File: src/rtl/instr_align_queue_pkg.sv
`default_nettype none
// +----------------------------------------------------------------------+
// | instr_align_queue_pkg                                                 |
// | Shared constants and handshake structs for the instruction aligner.   |
// | Rev 1.0                                                               |
// +----------------------------------------------------------------------+
package instr_align_queue_pkg;

  localparam logic [31:0] nop_instr = 32'h0000_0013;

  typedef struct packed {
    logic        valid;
    logic [31:0] instr;
    logic [31:0] pc;
    logic [31:0] npc;
    logic        rvc;
  } align_queue_out_type;

  typedef struct packed {
    logic        flush;
    logic [31:0] flush_pc;
    logic        ready;
  } align_queue_in_type;

  // A parcel starts a compressed instruction unless its two low bits are 11.
  function automatic logic is_rvc(input logic [15:0] parcel);
    return parcel[1:0] != 2'b11;
  endfunction

endpackage
`default_nettype wire

File: src/rtl/instr_align_queue_parcel_ram.sv
`default_nettype none
// +----------------------------------------------------------------------+
// | instr_align_queue_parcel_ram                                          |
// | DEPTHx16 parcel store: two adjacent write ports, two async reads.     |
// | Rev 1.0                                                               |
// +----------------------------------------------------------------------+
module instr_align_queue_parcel_ram #(
  parameter int DEPTH = 8
) (
  input  logic                     clock,
  input  logic                     we0_i,
  input  logic                     we1_i,
  input  logic [$clog2(DEPTH)-1:0] waddr_i,
  input  logic [15:0]              wdata0_i,
  input  logic [15:0]              wdata1_i,
  input  logic [$clog2(DEPTH)-1:0] raddr_i,
  output logic [15:0]              rdata0_o,
  output logic [15:0]              rdata1_o
);

  localparam int AW = $clog2(DEPTH);

  logic [15:0]   mem_q [DEPTH];
  logic [AW-1:0] waddr1;
  logic [AW-1:0] raddr1;

  // Power-of-two depth makes the +1 addresses wrap for free.
  assign waddr1   = waddr_i + AW'(1);
  assign raddr1   = raddr_i + AW'(1);
  assign rdata0_o = mem_q[raddr_i];
  assign rdata1_o = mem_q[raddr1];

  always_ff @(posedge clock) begin
    if (we0_i) mem_q[waddr_i] <= wdata0_i;
    if (we1_i) mem_q[waddr1]  <= wdata1_i;
  end

endmodule
`default_nettype wire

File: src/rtl/instr_align_queue.sv
`default_nettype none
// +----------------------------------------------------------------------+
// | instr_align_queue                                                     |
// | Aligns 32-bit imem words into 16/32-bit instructions with PCs.        |
// | Rev 1.0                                                               |
// +----------------------------------------------------------------------+
module instr_align_queue
  import instr_align_queue_pkg::*;
#(
  parameter int          DEPTH    = 8,
  parameter int          MAX_OUT  = 2,
  parameter logic [31:0] RESET_PC = 32'h0
) (
  input  logic        clock,
  input  logic        reset,
  input  logic        imem_req,
  input  logic        imem_ready,
  input  logic [31:0] imem_rdata,
  output logic        can_fetch,
  input  logic        flush,
  input  logic [31:0] flush_pc,
  output logic        out_valid,
  input  logic        out_ready,
  output logic [31:0] out_instr,
  output logic [31:0] out_pc,
  output logic [31:0] out_npc,
  output logic        out_rvc
);

  localparam int AW = $clog2(DEPTH);
  localparam int OW = $clog2(MAX_OUT + 1);

  logic [AW-1:0] rptr_q, rptr_d, wptr_q, wptr_d;
  logic [AW:0]   count_q, count_d;
  logic [31:0]   head_pc_q, head_pc_d;
  logic [OW-1:0] outst_q, outst_d, drop_q, drop_d;
  logic          skip_lo_q, skip_lo_d;

  align_queue_in_type  in_s;
  align_queue_out_type out_s;

  logic [15:0] p0, p1;
  logic        is32, push_en, pop, we0, we1;
  logic [15:0] wd0, wd1;
  logic [AW:0] push_n, pop_n;
  logic [31:0] free_w, need_w;

  assign in_s = '{flush: flush, flush_pc: flush_pc, ready: out_ready};

  instr_align_queue_parcel_ram #(.DEPTH(DEPTH)) u_ram (
    .clock    (clock),
    .we0_i    (we0),
    .we1_i    (we1),
    .waddr_i  (wptr_q),
    .wdata0_i (wd0),
    .wdata1_i (wd1),
    .raddr_i  (rptr_q),
    .rdata0_o (p0),
    .rdata1_o (p1)
  );

  // Head decode is purely combinational from the RAM head and registered state.
  always_comb begin
    out_s       = '0;
    is32        = !is_rvc(p0);
    out_s.valid = is32 ? (count_q >= (AW+1)'(2)) : (count_q != '0);
    out_s.rvc   = out_s.valid & ~is32;
    out_s.instr = !out_s.valid ? 32'h0 : (is32 ? {p1, p0} : {16'h0, p0});
    out_s.pc    = head_pc_q;
    out_s.npc   = head_pc_q + ((out_s.valid && is32) ? 32'd4 : 32'd2);
  end

  assign out_valid = out_s.valid;
  assign out_instr = out_s.instr;
  assign out_pc    = out_s.pc;
  assign out_npc   = out_s.npc;
  assign out_rvc   = out_s.rvc;

  // Reserve room for every in-flight word so a push can never overflow.
  always_comb begin
    free_w    = 32'(DEPTH) - 32'(count_q);
    need_w    = (32'(outst_q) + 32'd1) << 1;
    can_fetch = (32'(outst_q) < 32'(MAX_OUT)) && (free_w >= need_w);
  end

  always_comb begin
    outst_d   = outst_q + OW'(imem_req) - OW'(imem_ready);
    rptr_d    = rptr_q;
    wptr_d    = wptr_q;
    count_d   = count_q;
    head_pc_d = head_pc_q;
    drop_d    = drop_q;
    skip_lo_d = skip_lo_q;

    push_en = imem_ready && !in_s.flush && (drop_q == '0);
    we0     = push_en;
    we1     = push_en && !skip_lo_q;
    wd0     = skip_lo_q ? imem_rdata[31:16] : imem_rdata[15:0];
    wd1     = imem_rdata[31:16];
    push_n  = !push_en ? '0 : (skip_lo_q ? (AW+1)'(1) : (AW+1)'(2));
    pop     = out_s.valid && in_s.ready && !in_s.flush;
    pop_n   = !pop ? '0 : (is32 ? (AW+1)'(2) : (AW+1)'(1));

    if (in_s.flush) begin
      rptr_d    = '0;
      wptr_d    = '0;
      count_d   = '0;
      head_pc_d = in_s.flush_pc & ~32'h1;
      skip_lo_d = in_s.flush_pc[1];
      drop_d    = outst_d;
    end else begin
      rptr_d  = rptr_q + pop_n[AW-1:0];
      wptr_d  = wptr_q + push_n[AW-1:0];
      count_d = count_q + push_n - pop_n;
      if (pop) head_pc_d = out_s.npc;
      if (imem_ready && (drop_q != '0)) drop_d = drop_q - OW'(1);
      if (push_en) skip_lo_d = 1'b0;
    end
  end

  always_ff @(posedge clock) begin
    if (reset) begin
      rptr_q    <= '0;
      wptr_q    <= '0;
      count_q   <= '0;
      head_pc_q <= RESET_PC;
      outst_q   <= '0;
      drop_q    <= '0;
      skip_lo_q <= 1'b0;
    end else begin
      rptr_q    <= rptr_d;
      wptr_q    <= wptr_d;
      count_q   <= count_d;
      head_pc_q <= head_pc_d;
      outst_q   <= outst_d;
      drop_q    <= drop_d;
      skip_lo_q <= skip_lo_d;
    end
  end

endmodule
`default_nettype wire

File: config.mk
export PLATFORM = sky130hd
export DESIGN_NAME = instr_align_queue
export DESIGN_NICKNAME = d
export VERILOG_FILES = /design/src/rtl/instr_align_queue_pkg.sv /design/src/rtl/instr_align_queue_parcel_ram.sv /design/src/rtl/instr_align_queue.sv
export SDC_FILE = /design/constraint.sdc
export NUM_CORES = 1
export LEC_CHECK = 0
export ABC_AREA = 1
export CAP_MARGIN = 30
export CELL_PAD_IN_SITES_DETAIL_PLACEMENT = 1
export CELL_PAD_IN_SITES_GLOBAL_PLACEMENT = 2
export CORE_MARGIN = 2
export CORE_UTILIZATION = 34
export CTS_BUF_LIST = sky130_fd_sc_hd__clkbuf_16
export DETAILED_ROUTE_END_ITERATION = 16
export HOLD_SLACK_MARGIN = 0.15
export PLACE_DENSITY = 0.87
export RECOVER_POWER = 50
export SYNTH_ARGS = -nofsm -noshare
export SYNTH_HDL_FRONTEND = slang
export SYNTH_SLANG_ARGS = --single-unit
File: constraint.sdc
create_clock -name clock -period 9.85 [get_ports clock]
set_clock_uncertainty 0.1 [all_clocks]
set_input_delay 0.985 -clock clock [delete_from_list [all_inputs] [get_ports clock]]
set_output_delay 0.985 -clock clock [all_outputs]
set_load 0.1 [all_outputs]
# Yosys cells after proc, flatten, opt, wreduce, memory -nomap -nowiden

Memory sizes are Yosys's and may differ from the RTL's. A register that Yosys moved wholly into a read port is not among the register bits.
Cells that the tools add are included.
W data, S select, Z words.

Register bits after elaboration: 47
Memory bits (writable): 128
Output and inout port bits: 99
Word-level logic and storage cells: 64
Memories kept: 1

Add/subtract/negate cells: 12
$lt $le $gt $ge: 3
Equality and inequality tests: 1
Muxes and demuxes: 20
Bitwise operators: 1
Reductions and logical operators: 18

Memory list:

| memory      | words | width | read ports | clocked after memory_dff | write ports | RTL line                           | text |
|---|---|---|---|---|---|---|---|
| u_ram.mem_q | 8     | 16    | 2          | 1                        | 2           | instr_align_queue_parcel_ram.sv:23 | `logic [15:0] mem_q [DEPTH];` |

Operator list:

| kind                  | count |
|---|---|
| $mux W32              | 4 |
| $add A32 B3 Y32       | 1 |
| $ge A32 B4 Y1         | 1 |
| $mux W16              | 1 |
| $mux W2               | 6 |
| $logic_and A1 B1 Y1   | 8 |
| $reduce_bool A2 Y1    | 4 |
| $mux W1               | 7 |
| $add A3 B1 Y3 const B | 2 |
| $add A3 B2 Y3         | 2 |
| $mux W3               | 2 |
| $sub A4 B4 Y5 const A | 1 |
| $add A4 B2 Y4         | 1 |
| $ge A4 B2 Y1 const B  | 1 |
| $reduce_bool A4 Y1    | 1 |
| $sub A4 B2 Y4         | 1 |
| $add A2 B1 Y3 const B | 1 |
| $logic_not A1 Y1      | 3 |
| $add A2 B1 Y2         | 1 |
| $logic_not A2 Y1      | 1 |
| $lt A2 B2 Y1 const B  | 1 |
| $ne A2 B2 Y1 const B  | 1 |
| $reduce_or A2 Y1      | 1 |
| $sub A2 B1 Y2         | 1 |
| other kinds (2)       | 2 |

# Longest topological paths before layout

Depth after elaboration: 7
Mapped depth: 27

# Cells and area by module

A second synthesis with hierarchy kept.

Cell total of the unflattened synthesis: 2,030
Area total of the unflattened synthesis: 13,277.7 um^2

By module, submodules not included:

| module                       | instances | cells each | area each (um^2) |
|---|---|---|---|
| instr_align_queue_parcel_ram | 1         | 1,359      | 9,367.7 |
| instr_align_queue            | 1         | 671        | 3,910.0 |

# Worst setup path after synthesis

OpenSTA, ideal clock, no wires.

Path kind: reg-to-output
From: reg rptr_q[1] (netlist name)
To: out out_npc[11]
Arrival time: 4,236 ps
Required time: 8,765 ps
Path slack: 4,529 ps
Cell stages (with the launch flop): 20
Cells stage by stage: dfxtp_1 > buf_4 > inv_2 > buf_6 > nand3_1 > nand2_1 > nand2_1 > nand2_2 > nand2_4 > nor2_2 > inv_2 > buf_2 > ha_1 > inv_1 > fa_1 > inv_1 > nand3_1 > nor2_2 > nand2_1 > xnor2_1

RTL lines:

| element          | RTL line                | text |
|---|---|---|
| end: declaration | instr_align_queue.sv:26 | `output logic [31:0] out_npc,` |

==> reports/qor.csv <==
stage;metric;value;unit
logic_synthesis;Post-Syn Area per Cell;7.31;sq um
logic_synthesis;Yosys reg bits;174;
die;Ports;169;
cells_and_area;Final Net Count;1811;
cells_and_area;area delta synth->final;22.1;%
sta;Final Setup Violations;0;
die;Placeable Area;33700;sq um
die;Die Width;190;microns
logic_synthesis;fraction of registers with async set/reset;0;%
logic_synthesis;Yosys top cell by area;edfxtp_1;
cts;worst skew pair latency;0.45;ns
sta;setup TNS;0;ns
setup_path;slowest stage delay, CP;1.14;ns
setup_path;Crit. path cell count;19;
power;Max IR drop VDD;0.000128;V
sta;Final Max Tran Viols;302;
detailed_routing;routed length per instance;19.3;microns
cts;post-CTS setup buffers;0;
hold_path;HP Start;drop_q[1];
global_route;global-route wire length before repair;66.1;mm
cells_and_area;fraction of layout cells with a size suffix above 1;6.31;%
status;status;finished, violations left;
setup_path;CP most frequent cell;nand2_1;
power;PD cells;163;nW/um^2
place;placer congestion estimate;0.843;
setup_path;critical path class;reg -> out;
detailed_routing;antenna-violating nets left;0;
setup_path;Cell Chain, Critical Path;buf_4 -> nand2_1 -> nand3_1 -> nand2_1 -> nand2_2 -> nand2_4 -> nand2_4 -> nor2_2 -> inv_2 -> ha_1 -> inv_1 -> fa_1 -> inv_1 -> nand3_1 -> nor2_2 -> nand2_1 -> o21ai_0 -> and2_1 -> clkdlybuf4s50_1;
logic_synthesis;most common library cells after synthesis;nand2_1, o21ai_0, inv_1, nor2_1, edfxtp_1;
sta;Final min period;7.10;ns
die;die height;190;microns
cts;Root Buffer;clkbuf_16;
status;violations in the final reports;max-capacitance violations, max-slew violations;
place;dpl hpwl;28.4;mm
sta;fin crit share;72.1;%
logic_synthesis;top-count cell post-synth;nand2_1;
global_route;vias in the first global route;11800;
cts;CTS tree;built;
sta;RSZ-0062 raised after global routing;no;
setup_path;Crit path max-delay family;buffers and inverters;
setup_path;Worst R2R End;out_pc[19];
sta;Final Hold Fails;0;
cts;CTS resizes;0;
sta;fmax;0.141;GHz
logic_synthesis;post-synth cell types;50;
cts;clock slew at reported path FFs;0.07;ns
cts;CTS Buf Count;17;
logic_synthesis;Syn Inst Count;1600;
logic_synthesis;Post-synth EDFFs;128;
detailed_routing;WL final;42.1;mm
global_route;largest net degree at the start of global routing;107;
setup_path;crit path capture type;primary output;
power;P_leak;5.91;nW
logic_synthesis;Yosys top cell area share;32.8;%
die;starting density of the core;34.7;%
global_route;GRT Total Usage;23.9;%
setup_path;CP max-delay cell;clkdlybuf4s50_1;
place;I/O Buffers;165;
setup_path;R2R depth;21;
setup_path;reg-to-reg slack, setup;4.87;ns
cells_and_area;Util after Layout;42.4;%
logic_synthesis;synthesized area;11700;sq um
detailed_routing;DR pass1 iterations;5;
detailed_routing;starting DRC count in detailed routing;669;
setup_path;CP Buf/Inv Count;5;
cts;clock sink total;174;
die;full die area;35900;sq um
cts;CTS max path bufs;2;
logic_synthesis;Synth area leaders;edfxtp_1, nand2_1, o21ai_0, dfxtp_1, inv_1;
setup_path;Worst setup SP type;flip-flop;
cts;H-tree Lvls;4;
sta;Rel. slew slack;-127;%
hold_path;Tightest Hold Check Type;reg -> reg;
logic_synthesis;ys flop type;edfxtp_1;
cts;Hold Buf Count CTS;0;
setup_path;CP arrival;6.02;ns
detailed_routing;Vias per Instance;5.19;
setup_path;Crit Path Max Fanout;85;
logic_synthesis;synth warn;0;
global_route;antenna violations before repair;9;
detailed_routing;via count;11300;
setup_path;CP Data Required Time;8.77;ns
flow_run;Max-Cap Viols;8;
detailed_routing;DR DRC count;0;
setup_path;Critical R2R Launch;rptr_q[0];
global_route;total grt overflow;0;
logic_synthesis;register area share after synthesis;40.7;%
sta;Slew @ Worst Pin;3.40;ns
setup_path;crit path from;rptr_q[0];
die;Row Count;67;
setup_path;CP Capture Point;out_npc[19];
[power breakdown]
part	leakage [nW]	switching (mW)	internal (mW)
combinational	4.08	0.579	0.195
sequential	1.53	0.0277	0.819
clock	0.293	0.303	0.399
[through the flow]
stage / total power, mW / area (sq um) / std cells / hold WS [ns] / setup slack (ns)
6_report: 2.32 / 14300 / 2181 / 0.390 / 2.75
5_1_grt: 2.42 / 14300 / 2176 / 0.426 / 2.31
4_1_cts: 2.33 / 14300 / 2173 / 0.394 / 2.70
3_5_place_dp: 1.64 / 13700 / 2141 / 0.384 / 3.20
3_3_place_gp: 1.62 / 13600 / 2140 / 0.373 / 3.27
2_1_floorplan: 1.44 / 11700 / 1601 / 0.361 / 4.53
[flip-flops by register name, indices dropped and copies added (netlist names)]
signal,cells
rptr_q,3
outst_q,2
drop_q,2
u_ram.mem_q,128
out_pc,31
skip_lo_q,1
count_q,4
wptr_q,3
[placed cells by master (no fill, tap or decap), types with 4 or more instances in the layout]
cell type	n
clkdlybuf4s50_1	131
edfxtp_1	128
buf_16	4
dlygate4sd3_1	33
nand2_4	4
o21ai_0	267
nand3_2	19
nand2_1	441
inv_6	4
dfxtp_1	45
a21oi_2	19
diode_2	5
nor2_1	131
inv_1	164
nand3_1	56
xor2_1	14
clkbuf_1	13
o32ai_1	13
nand3b_1	4
a21oi_1	107
fa_1	5
nor3_1	9
xnor2_1	8
ha_1	21
buf_4	13
clkbuf_16	17
[worst min-delay path by stage]
stage                            to  slack (ns)  depth (start not counted)
after global placement    drop_q[1]        0.37                          2
after global routing      drop_q[1]        0.43                          2
final                     drop_q[1]        0.39                          2
after CTS                 drop_q[1]        0.39                          2
after floorplan           drop_q[1]        0.36                          2
after detailed placement  drop_q[1]        0.38                          2
[kinds of logic (layout without fill, tap and decap cells)]
logic type | Yosys count | in the layout | share of synthesized area, %
buffers and inverters | 265 | 392 | 9.70
flip-flops | 174 | 174 | 40.7
multiplexers | 3 | 3 | 0.257
other | 1 | 7 | 0.0320
AO/OA/AOI/OAI | 425 | 425 | 19.7
XOR/XNOR | 23 | 23 | 1.72
adder cells (fa/ha/maj) | 26 | 26 | 3.10
AND/OR/NAND/NOR | 683 | 683 | 24.7
[worst min-delay path, delay by kind of cell (launching register included)]
kind / cells / cell delay, ns
flops: 1 / 0.31
simple gates: 1 / 0.07
compound gates: 1 / 0.06
[routing by layer]
layer	routed length (microns)	vias up	global-route usage, %
met5	64	-	0
met4	1130	8	7.93
met3	3160	77	6.41
met2	19700	310	40.3
met1	18000	5397	29.6
li1	-	5531	-
[cell type report]
class | count | area, sq um
diodes | 5 | 12.5
clock inverters | 15 | 170
well taps | 448 | 561
multi-input cells | 1162 | 5830
repair buffers | 195 | 1900
inverters | 165 | 624
clock buffers | 17 | 425
fillers | 4175 | 19400
flip-flops and latches | 174 | 4770
(Power assumes the default switching activity.)
